### config.mk
export PLATFORM = sky130hd
export DESIGN_NAME = iir_axil_coef_regs
export DESIGN_NICKNAME = d
export VERILOG_FILES = /design/src/rtl/iir_pkg.sv /design/src/rtl/axil_wr_join.sv /design/src/rtl/iir_axil_coef_regs.sv
export SDC_FILE = /design/constraint.sdc
export NUM_CORES = 1
export LEC_CHECK = 0
export ABC_AREA = 1
export CORE_MARGIN = 1
export CORE_UTILIZATION = 52
export CTS_CLUSTER_SIZE = 14
export DETAILED_ROUTE_END_ITERATION = 7
export PLACE_DENSITY_LB_ADDON = 0.05
export SLEW_MARGIN = 20
export SYNTH_ARGS = -nofsm -noshare
export SYNTH_HDL_FRONTEND = slang
export SYNTH_HIERARCHICAL = 1
export SYNTH_SLANG_ARGS = --single-unit
### constraint.sdc
create_clock -name aclk -period 2.06 [get_ports aclk]
set_clock_uncertainty 0.1 [all_clocks]
set_input_delay 0.412 -clock aclk [delete_from_list [all_inputs] [get_ports aclk]]
set_output_delay 0.412 -clock aclk [all_outputs]
set_load 0.01 [all_outputs]
### src/rtl/iir_pkg.sv
// Shared definitions for the stereo IIR AXI-Lite coefficient block.
// Register offsets, CTRL bit positions, coefficient type and helpers.
package iir_pkg;

    localparam int AXI_DW = 32;
    localparam int AXI_AW = 4;

    localparam logic [3:0] ADDR_CTRL = 4'h0;
    localparam logic [3:0] ADDR_A0   = 4'h4;
    localparam logic [3:0] ADDR_A1   = 4'h8;
    localparam logic [3:0] ADDR_B1   = 4'hC;

    localparam int CTRL_EN   = 0;
    localparam int CTRL_CLR  = 1;
    localparam int CTRL_PEND = 2;

    localparam logic [1:0] RESP_OKAY = 2'b00;

    typedef logic signed [15:0] coef_t;

    typedef enum logic [1:0] {
        REG_CTRL = 2'd0,
        REG_A0   = 2'd1,
        REG_A1   = 2'd2,
        REG_B1   = 2'd3
    } reg_sel_e;

    typedef struct packed {
        logic [AXI_AW-1:0]   addr;
        logic [AXI_DW-1:0]   data;
        logic [AXI_DW/8-1:0] strb;
    } wr_req_t;

    function automatic reg_sel_e addr_to_sel(input logic [AXI_AW-1:0] a);
        return reg_sel_e'(a[3:2]);
    endfunction

    // Only the two low byte lanes carry coefficient bits.
    function automatic coef_t merge_coef(
        input coef_t             old,
        input logic [AXI_DW-1:0] d,
        input logic [3:0]        s
    );
        coef_t r;
        r = old;
        if (s[0]) r[7:0]  = d[7:0];
        if (s[1]) r[15:8] = d[15:8];
        return r;
    endfunction

endpackage

### src/rtl/axil_wr_join.sv
// AXI-Lite write-side join: holds AW and W independently, fires one
// register write when both are present and owns the B response.
module axil_wr_join
    import iir_pkg::*;
(
    input  logic              aclk,
    input  logic              areset,
    input  logic              live,
    input  logic [AXI_AW-1:0] s_axi_awaddr,
    input  logic              s_axi_awvalid,
    output logic              s_axi_awready,
    input  logic [AXI_DW-1:0] s_axi_wdata,
    input  logic [3:0]        s_axi_wstrb,
    input  logic              s_axi_wvalid,
    output logic              s_axi_wready,
    output logic [1:0]        s_axi_bresp,
    output logic              s_axi_bvalid,
    input  logic              s_axi_bready,
    output logic              wr_stb,
    output wr_req_t           wr_req
);

    logic              aw_held;
    logic              w_held;
    logic              bvalid_q;
    logic [AXI_AW-1:0] awaddr_q;
    logic [AXI_DW-1:0] wdata_q;
    logic [3:0]        wstrb_q;

    logic aw_fire;
    logic w_fire;
    logic b_fire;

    assign s_axi_awready = live & ~aw_held & ~bvalid_q;
    assign s_axi_wready  = live & ~w_held & ~bvalid_q;
    assign s_axi_bvalid  = bvalid_q;
    assign s_axi_bresp   = RESP_OKAY;

    assign aw_fire = s_axi_awvalid & s_axi_awready;
    assign w_fire  = s_axi_wvalid & s_axi_wready;
    assign b_fire  = bvalid_q & s_axi_bready;

    // A channel arriving this cycle bypasses its empty holder.
    assign wr_stb = (aw_held | aw_fire) & (w_held | w_fire) & ~bvalid_q;

    always_comb begin
        wr_req      = '0;
        wr_req.addr = aw_held ? awaddr_q : s_axi_awaddr;
        wr_req.data = w_held ? wdata_q : s_axi_wdata;
        wr_req.strb = w_held ? wstrb_q : s_axi_wstrb;
    end

    always_ff @(posedge aclk) begin
        if (areset) begin
            aw_held  <= 1'b0;
            w_held   <= 1'b0;
            bvalid_q <= 1'b0;
            awaddr_q <= '0;
            wdata_q  <= '0;
            wstrb_q  <= '0;
        end else begin
            if (b_fire) begin
                aw_held <= 1'b0;
                w_held  <= 1'b0;
            end else begin
                if (aw_fire) begin
                    aw_held  <= 1'b1;
                    awaddr_q <= s_axi_awaddr;
                end
                if (w_fire) begin
                    w_held  <= 1'b1;
                    wdata_q <= s_axi_wdata;
                    wstrb_q <= s_axi_wstrb;
                end
            end
            if (wr_stb) begin
                bvalid_q <= 1'b1;
            end else if (b_fire) begin
                bvalid_q <= 1'b0;
            end
        end
    end

endmodule

### src/rtl/iir_axil_coef_regs.sv
// AXI-Lite control/coefficient registers for the stereo 1st-order IIR.
// Staged coefficients move to the datapath only at sample boundaries.
module iir_axil_coef_regs
    import iir_pkg::*;
#(
    parameter int C_S_AXI_DATA_WIDTH = 32,
    parameter int C_S_AXI_ADDR_WIDTH = 4,
    parameter int COEF_WIDTH         = 16
) (
    input  logic                            aclk,
    input  logic                            areset,
    input  logic [C_S_AXI_ADDR_WIDTH-1:0]   s_axi_awaddr,
    input  logic                            s_axi_awvalid,
    output logic                            s_axi_awready,
    input  logic [C_S_AXI_DATA_WIDTH-1:0]   s_axi_wdata,
    input  logic [C_S_AXI_DATA_WIDTH/8-1:0] s_axi_wstrb,
    input  logic                            s_axi_wvalid,
    output logic                            s_axi_wready,
    output logic [1:0]                      s_axi_bresp,
    output logic                            s_axi_bvalid,
    input  logic                            s_axi_bready,
    input  logic [C_S_AXI_ADDR_WIDTH-1:0]   s_axi_araddr,
    input  logic                            s_axi_arvalid,
    output logic                            s_axi_arready,
    output logic [C_S_AXI_DATA_WIDTH-1:0]   s_axi_rdata,
    output logic [1:0]                      s_axi_rresp,
    output logic                            s_axi_rvalid,
    input  logic                            s_axi_rready,
    input  logic                            sample_stb,
    output logic [COEF_WIDTH-1:0]           a0_o,
    output logic [COEF_WIDTH-1:0]           a1_o,
    output logic [COEF_WIDTH-1:0]           b1_o,
    output logic                            enable_o,
    output logic                            clear_o,
    output logic                            coef_upd_o
);

    logic    live;
    logic    wr_stb;
    wr_req_t wr_req;

    logic ctrl_en;
    logic ctrl_clr;
    logic pend;
    logic coef_upd_q;

    coef_t stg_a0;
    coef_t stg_a1;
    coef_t stg_b1;
    coef_t act_a0;
    coef_t act_a1;
    coef_t act_b1;

    logic                          rvalid_q;
    logic [C_S_AXI_DATA_WIDTH-1:0] rdata_q;
    logic [C_S_AXI_DATA_WIDTH-1:0] rd_word;
    logic                          ar_fire;
    reg_sel_e                      rd_sel;
    reg_sel_e                      wr_sel;
    logic                          coef_wr;
    logic                          commit;
    logic                          unused_bits;

    // Holds every ready low until the first cycle out of reset.
    always_ff @(posedge aclk) begin
        if (areset) live <= 1'b0;
        else        live <= 1'b1;
    end

    axil_wr_join u_wr_join (
        .aclk          (aclk),
        .areset        (areset),
        .live          (live),
        .s_axi_awaddr  (s_axi_awaddr),
        .s_axi_awvalid (s_axi_awvalid),
        .s_axi_awready (s_axi_awready),
        .s_axi_wdata   (s_axi_wdata),
        .s_axi_wstrb   (s_axi_wstrb),
        .s_axi_wvalid  (s_axi_wvalid),
        .s_axi_wready  (s_axi_wready),
        .s_axi_bresp   (s_axi_bresp),
        .s_axi_bvalid  (s_axi_bvalid),
        .s_axi_bready  (s_axi_bready),
        .wr_stb        (wr_stb),
        .wr_req        (wr_req)
    );

    assign wr_sel  = addr_to_sel(wr_req.addr);
    assign coef_wr = wr_stb & (wr_sel != REG_CTRL);
    assign commit  = pend & (~ctrl_en | sample_stb);

    always_ff @(posedge aclk) begin
        if (areset) begin
            ctrl_en    <= 1'b0;
            ctrl_clr   <= 1'b0;
            pend       <= 1'b0;
            coef_upd_q <= 1'b0;
            stg_a0     <= '0;
            stg_a1     <= '0;
            stg_b1     <= '0;
            act_a0     <= '0;
            act_a1     <= '0;
            act_b1     <= '0;
        end else begin
            coef_upd_q <= commit;
            // Active copy takes pre-write staging on a colliding write.
            if (commit) begin
                act_a0 <= stg_a0;
                act_a1 <= stg_a1;
                act_b1 <= stg_b1;
            end
            if (coef_wr)     pend <= 1'b1;
            else if (commit) pend <= 1'b0;
            if (wr_stb) begin
                unique case (1'b1)
                    wr_sel == REG_CTRL: begin
                        if (wr_req.strb[0]) begin
                            ctrl_en  <= wr_req.data[CTRL_EN];
                            ctrl_clr <= wr_req.data[CTRL_CLR];
                        end
                    end
                    wr_sel == REG_A0:
                        stg_a0 <= merge_coef(stg_a0, wr_req.data, wr_req.strb);
                    wr_sel == REG_A1:
                        stg_a1 <= merge_coef(stg_a1, wr_req.data, wr_req.strb);
                    wr_sel == REG_B1:
                        stg_b1 <= merge_coef(stg_b1, wr_req.data, wr_req.strb);
                endcase
            end
        end
    end

    assign rd_sel  = addr_to_sel(s_axi_araddr);
    assign ar_fire = s_axi_arvalid & s_axi_arready;

    always_comb begin
        rd_word = '0;
        unique case (1'b1)
            rd_sel == REG_CTRL: begin
                rd_word[CTRL_EN]   = ctrl_en;
                rd_word[CTRL_CLR]  = ctrl_clr;
                rd_word[CTRL_PEND] = pend;
            end
            rd_sel == REG_A0: rd_word[15:0] = stg_a0;
            rd_sel == REG_A1: rd_word[15:0] = stg_a1;
            rd_sel == REG_B1: rd_word[15:0] = stg_b1;
        endcase
    end

    always_ff @(posedge aclk) begin
        if (areset) begin
            rvalid_q <= 1'b0;
            rdata_q  <= '0;
        end else if (ar_fire) begin
            rvalid_q <= 1'b1;
            rdata_q  <= rd_word;
        end else if (rvalid_q & s_axi_rready) begin
            rvalid_q <= 1'b0;
        end
    end

    assign s_axi_arready = live & ~rvalid_q;
    assign s_axi_rvalid  = rvalid_q;
    assign s_axi_rdata   = rdata_q;
    assign s_axi_rresp   = RESP_OKAY;

    assign a0_o       = act_a0;
    assign a1_o       = act_a1;
    assign b1_o       = act_b1;
    assign enable_o   = ctrl_en;
    assign clear_o    = ctrl_clr;
    assign coef_upd_o = coef_upd_q;

    assign unused_bits = ^{s_axi_araddr[1:0], wr_req.addr[1:0],
                           wr_req.data[31:16], wr_req.strb[3:2]};

endmodule
==> results_dict.tcl, run 1 <==
set metrics [dict create \
    first_global_vias 4728 \
    grt_usage_pct 25.5 \
    cts_buffers 17 \
    h-tree-depth 4 \
    final_antenna_net_count 0 \
    hp-class "in2reg" \
    crit_type "reg2out" \
    rsz0062_at_grt "yes" \
    crit_buf_inv 2 \
    grt_antenna_before_repair 0 \
    clock-sinks 141 \
    cp.required_ps 1550 \
    dieHeight_um 108 \
    die_w_um 108 \
    via_per_inst 5.17 \
    cp.arrival_ps 1470 \
    grt_max_degree 101 \
    syn_area_um2 5890 \
    cp-start-kind "register" \
    worstPathCellList "inv_1, nor2_1, clkdlybuf4s50_1" \
    top_layer_used "met4" \
    clkTransAtPathRegs_ps 60 \
    cpPeakStageDelay_ps 540 \
    total_power_uw 6790 \
    ir_worst_vdd_v 0.000503 \
    p_per_area_nw_per_um2 893 \
    post-cts-setup-buffers 0 \
    min_period_over_period_pct 96.1 \
    worstRegToRegCells 10 \
    drc_errors 0 \
    crit_fanout 3 \
    finalSetupViolCount 0 \
    multi_input_area_um2 2600 \
    whs_ps 359 \
    portBuffers 101 \
    ctsRootBufferMaster "clkbuf_16" \
    wl_met1_mm 6.68 \
    fp.coreArea_um2 10900 \
    first_pass_iters 5 \
    layout_common_cells "nor2_1, dfxtp_1, o21ai_0" \
    start_util_pct 53.9 \
    syn_avg_cell_area_um2 7.75 \
    placementRows 38 \
    yosys_warnings 6 \
    nFillCells 941 \
    finalInstanceArea_um2 7600 \
    wl_mm 14.4 \
    slowest_stage "clkdlybuf4s50_1" \
    timing.final.crit_period_ps 1980 \
    nets 915 \
    hp-start "areset" \
    clkLatencyLatePin_ps 410 \
    wl_met2_mm 6.68 \
    gr-total-overflow 0 \
    r2r_slack_ps 200 \
    synthCells 760 \
    leakage_uw 0.00318 \
    route.vias.total 5250 \
    worst_hold_path.endpoint "pend$_SDFFE_PP0P_" \
    reg2reg_to "stg_b1[3]$_SDFFE_PP0P_" \
    drive_gt1_share_pct 14.9 \
    cts_hold_buf 0 \
    cts_tree "done" \
    fmax_mhz 505 \
    syn_to_final_growth_pct 29.0 \
    report.final.hold_viol_count 0 \
    crit_family "buffers and inverters" \
    worstHoldPathCells 3 \
    status "finished, final reports clean" \
    met3_length_um 904 \
    maxSlewViolCount 0 \
    drt_iter0_markers 336 \
    ioPinCount 144 \
    antenna_cells 0 \
    final_common_cell "nor2_1" \
    grt_pass1_wl_mm 23.2 \
    cts.path.max_buffers 2 \
    wl_per_cell_um 14.2 \
    cp-end-kind "output pin" \
    cap_viol_max_count 0 \
    utilization_pct 69.5 \
    register_area_um2 2830 \
    place_congestion 0.843 \
    r2r_start "u_wr_join/s_axi_bvalid$_SDFFE_PP0P_" \
    place_area_um2 6960 \
    fp.dieArea_um2 11800 \
    dp_hpwl_mm 10.1 \
]
==> final cells by class <==
class | instances | area share [%]
Clock buffer | 18 | 5.78
Clock inverter | 13 | 2.49
Inverter | 33 | 1.70
Multi-Input combinational cell | 541 | 34.3
Sequential cell | 141 | 37.2
Tap cell | 140 | 2.30
Timing Repair Buffer | 129 | 16.3
==> sequential cells by signal (all words and copies together), names as in the netlist, 2 cells and up <==
register and count:
a0_o 16, a1_o 16, b1_o 16, s_axi_rdata 16, stg_a0 16, stg_a1 16, stg_b1 16, u_wr_join/awaddr_q 2
u_wr_join/wdata_q 16, u_wr_join/wstrb_q 2
==> worst max path at each step <==
stage,from,endpoint,slack (ps),cells after the start
floorplan,u_wr_join/w_held$_SDFFE_PP0P_,stg_b1[0]$_SDFFE_PP0P_,300,9
global placement,s_axi_wvalid,stg_b1[1]$_SDFFE_PP0P_,-270,11
detailed placement,s_axi_wvalid,stg_b1[1]$_SDFFE_PP0P_,-380,11
CTS,s_axi_wvalid,stg_b1[1]$_SDFFE_PP0P_,10,11
global route,s_axi_wvalid,stg_b1[3]$_SDFFE_PP0P_,-50,10
finish,live$_DFF_P_,s_axi_arready,80,3
==> power breakdown <==
part / internal, uW / switching (uW) / leakage, uW
Sequential: 2820 / 57.3 / 0.00114
Clock: 2060 / 1180 / 0.000303
Combinational: 297 / 374 / 0.00173
==> what timing repair did <==
item / 4_1_cts / 5_1_grt
endpoints found under the setup margin: 9 / 36
gates resized for setup: 4 / 11
gates cloned: 0 / 0
==> metal layers <==
metal / global-route usage, % / up-vias
li1: - / 2628
met2: 40.1 / 196
met4: 8.59 / 0
met1: 34.8 / 2401
met3: 4.94 / 25
met5: 0 / -
==> worst register-to-register path: cells and delay by family (launching register included) <==
kind                   cells  cell delay (ps)
AND/OR/NAND/NOR            5              530
AO/OA/AOI/OAI              2              440
buffers and inverters      3              350
flip-flops                 1              320
==> per-stage QoR <==
stage,cells,TNS (ps),worst slack [ps]
6_report,1015,0,79.4
5_1_grt,1015,-67.3,-45.4
4_1_cts,1015,0,10.5
3_5_place_dp,984,-13050,-379
3_3_place_gp,984,-9400,-269
2_1_floorplan,778,0,301
No activity file was read; power rests on OpenSTA's default activity.
==> inputs of run 2 (changes only) <==
--- a/config.mk
+++ b/config.mk
@@ -11,6 +11,7 @@
 export CTS_CLUSTER_SIZE = 14
 export DETAILED_ROUTE_END_ITERATION = 7
 export PLACE_DENSITY_LB_ADDON = 0.05
+export REMOVE_ABC_BUFFERS = 1
 export SLEW_MARGIN = 20
 export SYNTH_ARGS = -nofsm -noshare
 export SYNTH_HDL_FRONTEND = slang
==> run 2 against run 1 <==
Non-clock buffer count grew 16. Clock power is essentially flat. Register-to-register slack lost 40 ps. Cell area grew 1.5%. Fmax grew 1.2%. Highest routed layer unchanged. Power grew 0.58%. Sequential cell count is the same. Clock-buffer cell count grew 1. Final cell count grew 1.7%.
==> results_dict.tcl, run 2 (synthesis gave the netlist of run 1 again) <==
set metrics [dict create \
    placementRows 38 \
    timing.final.crit_period_ps 1960 \
    status "finished, final reports clean" \
    clock-sinks 141 \
    leakage_uw 0.00327 \
    min_period_over_period_pct 95.0 \
    crit_type "reg2out" \
    gr-total-overflow 0 \
    cp.required_ps 1550 \
    cp-start-kind "register" \
    route.vias.total 5392 \
    worstHoldPathCells 2 \
    cts.path.max_buffers 2 \
    cp-end-kind "output pin" \
    place_area_um2 7060 \
    post-cts-setup-buffers 0 \
    wl_met2_mm 7.43 \
    via_per_inst 5.22 \
    ir_worst_vdd_v 0.000479 \
    rsz0062_at_grt "no" \
    cap_viol_max_count 0 \
    wl_per_cell_um 14.8 \
    start_util_pct 53.9 \
    final_common_cell "nor2_1" \
    layout_common_cells "nor2_1, dfxtp_1, o21ai_0" \
    clkTransAtPathRegs_ps 60 \
    utilization_pct 70.5 \
    finalSetupViolCount 0 \
    report.final.hold_viol_count 0 \
    nets 931 \
    hp-class "in2reg" \
    fp.coreArea_um2 10900 \
    h-tree-depth 4 \
    max_slew_margin_pct 62.6 \
    dp_hpwl_mm 10.3 \
    portBuffers 101 \
    fmax_mhz 511 \
    worstRegToRegCells 11 \
    met3_length_um 775 \
    drt_iter0_markers 225 \
    first_pass_iters 5 \
    cts_hold_buf 0 \
    place_congestion 0.849 \
    finalInstanceArea_um2 7710 \
    antenna_cells 0 \
    die_w_um 108 \
    drive_gt1_share_pct 15.9 \
    grt_pass1_wl_mm 25.1 \
    clkLatencyLatePin_ps 410 \
    wl_mm 15.3 \
    crit_fanout 3 \
    grt_usage_pct 27.9 \
    grt_max_degree 63 \
    drc_errors 0 \
    dieHeight_um 108 \
    wl_met1_mm 6.82 \
    cts_tree "done" \
    cp.arrival_ps 1450 \
    p_per_area_nw_per_um2 885 \
    ctsRootBufferMaster "clkbuf_16" \
    total_power_uw 6830 \
    final_antenna_net_count 0 \
    syn_to_final_growth_pct 30.9 \
    first_global_vias 5210 \
    maxSlewViolCount 0 \
    ioPinCount 144 \
    top_layer_used "met4" \
    fp.dieArea_um2 11800 \
    cts_buffers 17 \
    grt_antenna_before_repair 0 \
    tightest_slew_ps 562 \
]
## run 2: cell types whose count changed in the layout (fill, tap and decap cells not counted), moves of 3 or more
| cell | delta |
|---|---|
| buf_4 | +17 |
| nand2_1 | +4 |
| nand2_2 | -4 |
| inv_1 | +3 |
| inv_2 | -3 |
## run 2: timing repair
action | 4_1_cts | 5_1_grt
endpoints found under the hold margin | 0 | 0
setup endpoints to repair | 2 | 10
resized for setup | 3 | 4
## run 2: layout make-up
type                       instances  area (um^2)
clock inverter                    13          189
fill                             907         3220
timing repair buffer             145         1350
multi-input combinational        541         2600
sequential                       141         2830
clock buffer                      19          453
tap                              140          175
inverter                          33          129
## run 2: worst max-delay path, stage by stage (launching register included)
cell and delay [ps]:
dfxtp_2 370, inv_1 50, nor2_1 80, clkdlybuf4s50_1 540
## run 2: worst paths after layout
check	startpoint	to	slack, ps
worst max-delay path	live$_DFF_P_	s_axi_arready	100
worst min-delay path	areset	live$_DFF_P_	230
worst max register to register	u_wr_join/s_axi_bvalid$_SDFFE_PP0P_	stg_a1[15]$_SDFFE_PP0P_	160
worst min register to register	s_axi_rdata[12]$_SDFFE_PP0P_	s_axi_rdata[12]$_SDFFE_PP0P_	360
## run 2: stage by stage
stage / worst slack, ps / cells / hold WS, ps / TNS, ps
2_1_floorplan: -501 / 715 / 334 / -23450
3_3_place_gp: -167 / 1000 / 348 / -5650
3_5_place_dp: -253 / 1000 / 360 / -9610
4_1_cts: 77.1 / 1032 / 216 / 0
5_1_grt: 14.0 / 1032 / 245 / 0
6_report: 102 / 1032 / 230 / 0
## run 2: where the power goes
part / internal [uW] / switching (uW)
clock: 2100 / 1170
combinational: 299 / 382
sequential: 2820 / 56.5
total: 5210 / 1610
## run 2: layer usage
metal | GRT usage (%) | vias up
met4 | 11.4 | 0
met1 | 34.8 | 2514
met5 | 0 | -
li1 | - | 2662
met3 | 6.51 | 30
met2 | 46.4 | 186
==> patch, RTL diff (config.mk and constraints of run 1) <==
Make the reset (`areset`) asynchronous in 4 clocked blocks.
--- a/src/rtl/axil_wr_join.sv
+++ b/src/rtl/axil_wr_join.sv
@@ -51,5 +51,5 @@
     end
 
-    always_ff @(posedge aclk) begin
+    always_ff @(posedge aclk or posedge areset) begin
         if (areset) begin
             aw_held  <= 1'b0;
--- a/src/rtl/iir_axil_coef_regs.sv
+++ b/src/rtl/iir_axil_coef_regs.sv
@@ -63,5 +63,5 @@
 
     // Holds every ready low until the first cycle out of reset.
-    always_ff @(posedge aclk) begin
+    always_ff @(posedge aclk or posedge areset) begin
         if (areset) live <= 1'b0;
         else        live <= 1'b1;
@@ -90,5 +90,5 @@
     assign commit  = pend & (~ctrl_en | sample_stb);
 
-    always_ff @(posedge aclk) begin
+    always_ff @(posedge aclk or posedge areset) begin
         if (areset) begin
             ctrl_en    <= 1'b0;
@@ -148,5 +148,5 @@
     end
 
-    always_ff @(posedge aclk) begin
+    always_ff @(posedge aclk or posedge areset) begin
         if (areset) begin
             rvalid_q <= 1'b0;
Formal check against the unedited RTL: differs if areset is asserted again (counterexample within 4 cycles, from zero or initial values and one cycle with areset high); with areset held inactive, the same outputs for 4 cycles.
==> patch against run 1 <==
The run now ends with DRC left; via count down 4.2%; cell area increased by 5.8%; utilization is 0.56 points lower; non-clock buffer count down 10; sequential cell count is the same; count of clock-buffer cells in the layout up 2; wire length shrank 4.2%; die area increased by 7.3%; synthesized area up 7.5%; global-route usage shrank 1.7 points; setup slack gained 76 ps; highest routed layer unchanged.
Power is not compared: it rests on default switching activity, and its combinational part moved more than twofold at a synthesized area within 25%.
==> patch: results (changes against run 1) <==
metric	value	unit	change
status	finished, violations left		was finished clean
failed_checks	DRC		
io_buffers	101		unchanged
reg2reg_to	stg_a0[2]		was stg_b1[3]
clockBufferDepth	2		unchanged
via_per_inst	5.101		was 5.172
routed_wl	13830	um	was 14440 um
insertion_delay	410	ps	about the same
synthCells	734		was 760
layout.nets	882		was 915
cts-buffers-inserted	17		unchanged
dp.cells	954		was 984
fill_cells	927		was 941
drtPass1Iterations	7		was 5
vias	5030		was 5250
dp_hpwl	9540	um	was 10130 um
track_usage	23.75	%	was 25.47%
dp_slack	-181.6	ps	was -378.5 ps
drc	15		was 0
crit_fanout	16		was 3
drive_gt1_share	10.79	%	was 14.86%
grt_pass1_vias	4532		was 4728
gp_congestion	0.8017		was 0.8427
fin_hold_ws	335.4	ps	was 358.9 ps
clockRootBuffer	clkbuf_16		unchanged
grt_pass1_wl	23200	um	was 23180 um
min_path_type	in2async		was in2reg
r2r_slack	160	ps	was 200 ps
drt-initial-drc-count	425		was 336
cp.required	2240	ps	was 1550 ps
antenna_cells	0		unchanged
grt_max_degree	93		was 101
rr_worst_depth	10		unchanged
synth-warning-count	6		unchanged
post_dp_cell_area	7358	sq um	was 6957 sq um
r2r_start	u_wr_join/s_axi_bvalid		unchanged
antenna_found_initial	0		unchanged
p_int	7.984	mW	
==> patch: area by class of cell <==
cell class                 instances  area [sq um]  share of cell area, %
sequential                       141          3530                  43.89
clock buffer                      20         456.7                  5.679
timing repair buffer             119          1209                  15.03
tap                              143         178.9                  2.225
clock inverter                    12         215.2                  2.676
multi-input combinational        478          2175                  27.04
inverter                          73         277.8                  3.454
==> patch: worst max-delay path: stages (launching register included) <==
cell and delay (ps):
dfrtp_1 400, inv_2 100, nand2_4 80, o21bai_1 180, nand3_1 130, inv_1 110, nand2_1 100, inv_1 130
nand2_2 210, nand2_1 130, o21ai_1 90
==> patch: power groups by stage <==
stage,clock [mW],combinational [mW],sequential (mW)
floorplan,0,2.29,4.65
global placement,0,3.89,4.59
detailed placement,0,4.01,4.63
CTS,3.46,4.06,4.60
global route,3.61,4.52,4.74
finish,3.43,4.03,4.61
==> patch: worst max-delay path by stage <==
stage	start	end	slack, ps	depth (start not counted)
after floorplan	areset	a0_o[0]	110	1
final	u_wr_join/s_axi_bvalid	stg_a0[2]	160	10
after detailed placement	s_axi_wvalid	stg_a1[6]	-180	10
after global placement	s_axi_awvalid	stg_a1[6]	-120	10
after global routing	u_wr_join/s_axi_bvalid	stg_a1[6]	3	10
after CTS	live	s_axi_arready	20	3
==> patch: repair_timing <==
action                     CTS  global route
pin swaps                    0             0
gates cloned                 0             0
gates resized for setup      3             3
setup endpoints to repair    3             2
==> patch: layer usage <==
metal	routed length, um	part of all wire [%]	GRT usage [%]
met5	0	0	0
met1	6713	49	36.98
met3	1051	7.6	4.536
met2	5948	43	33.58
met4	119	0.86	7.378
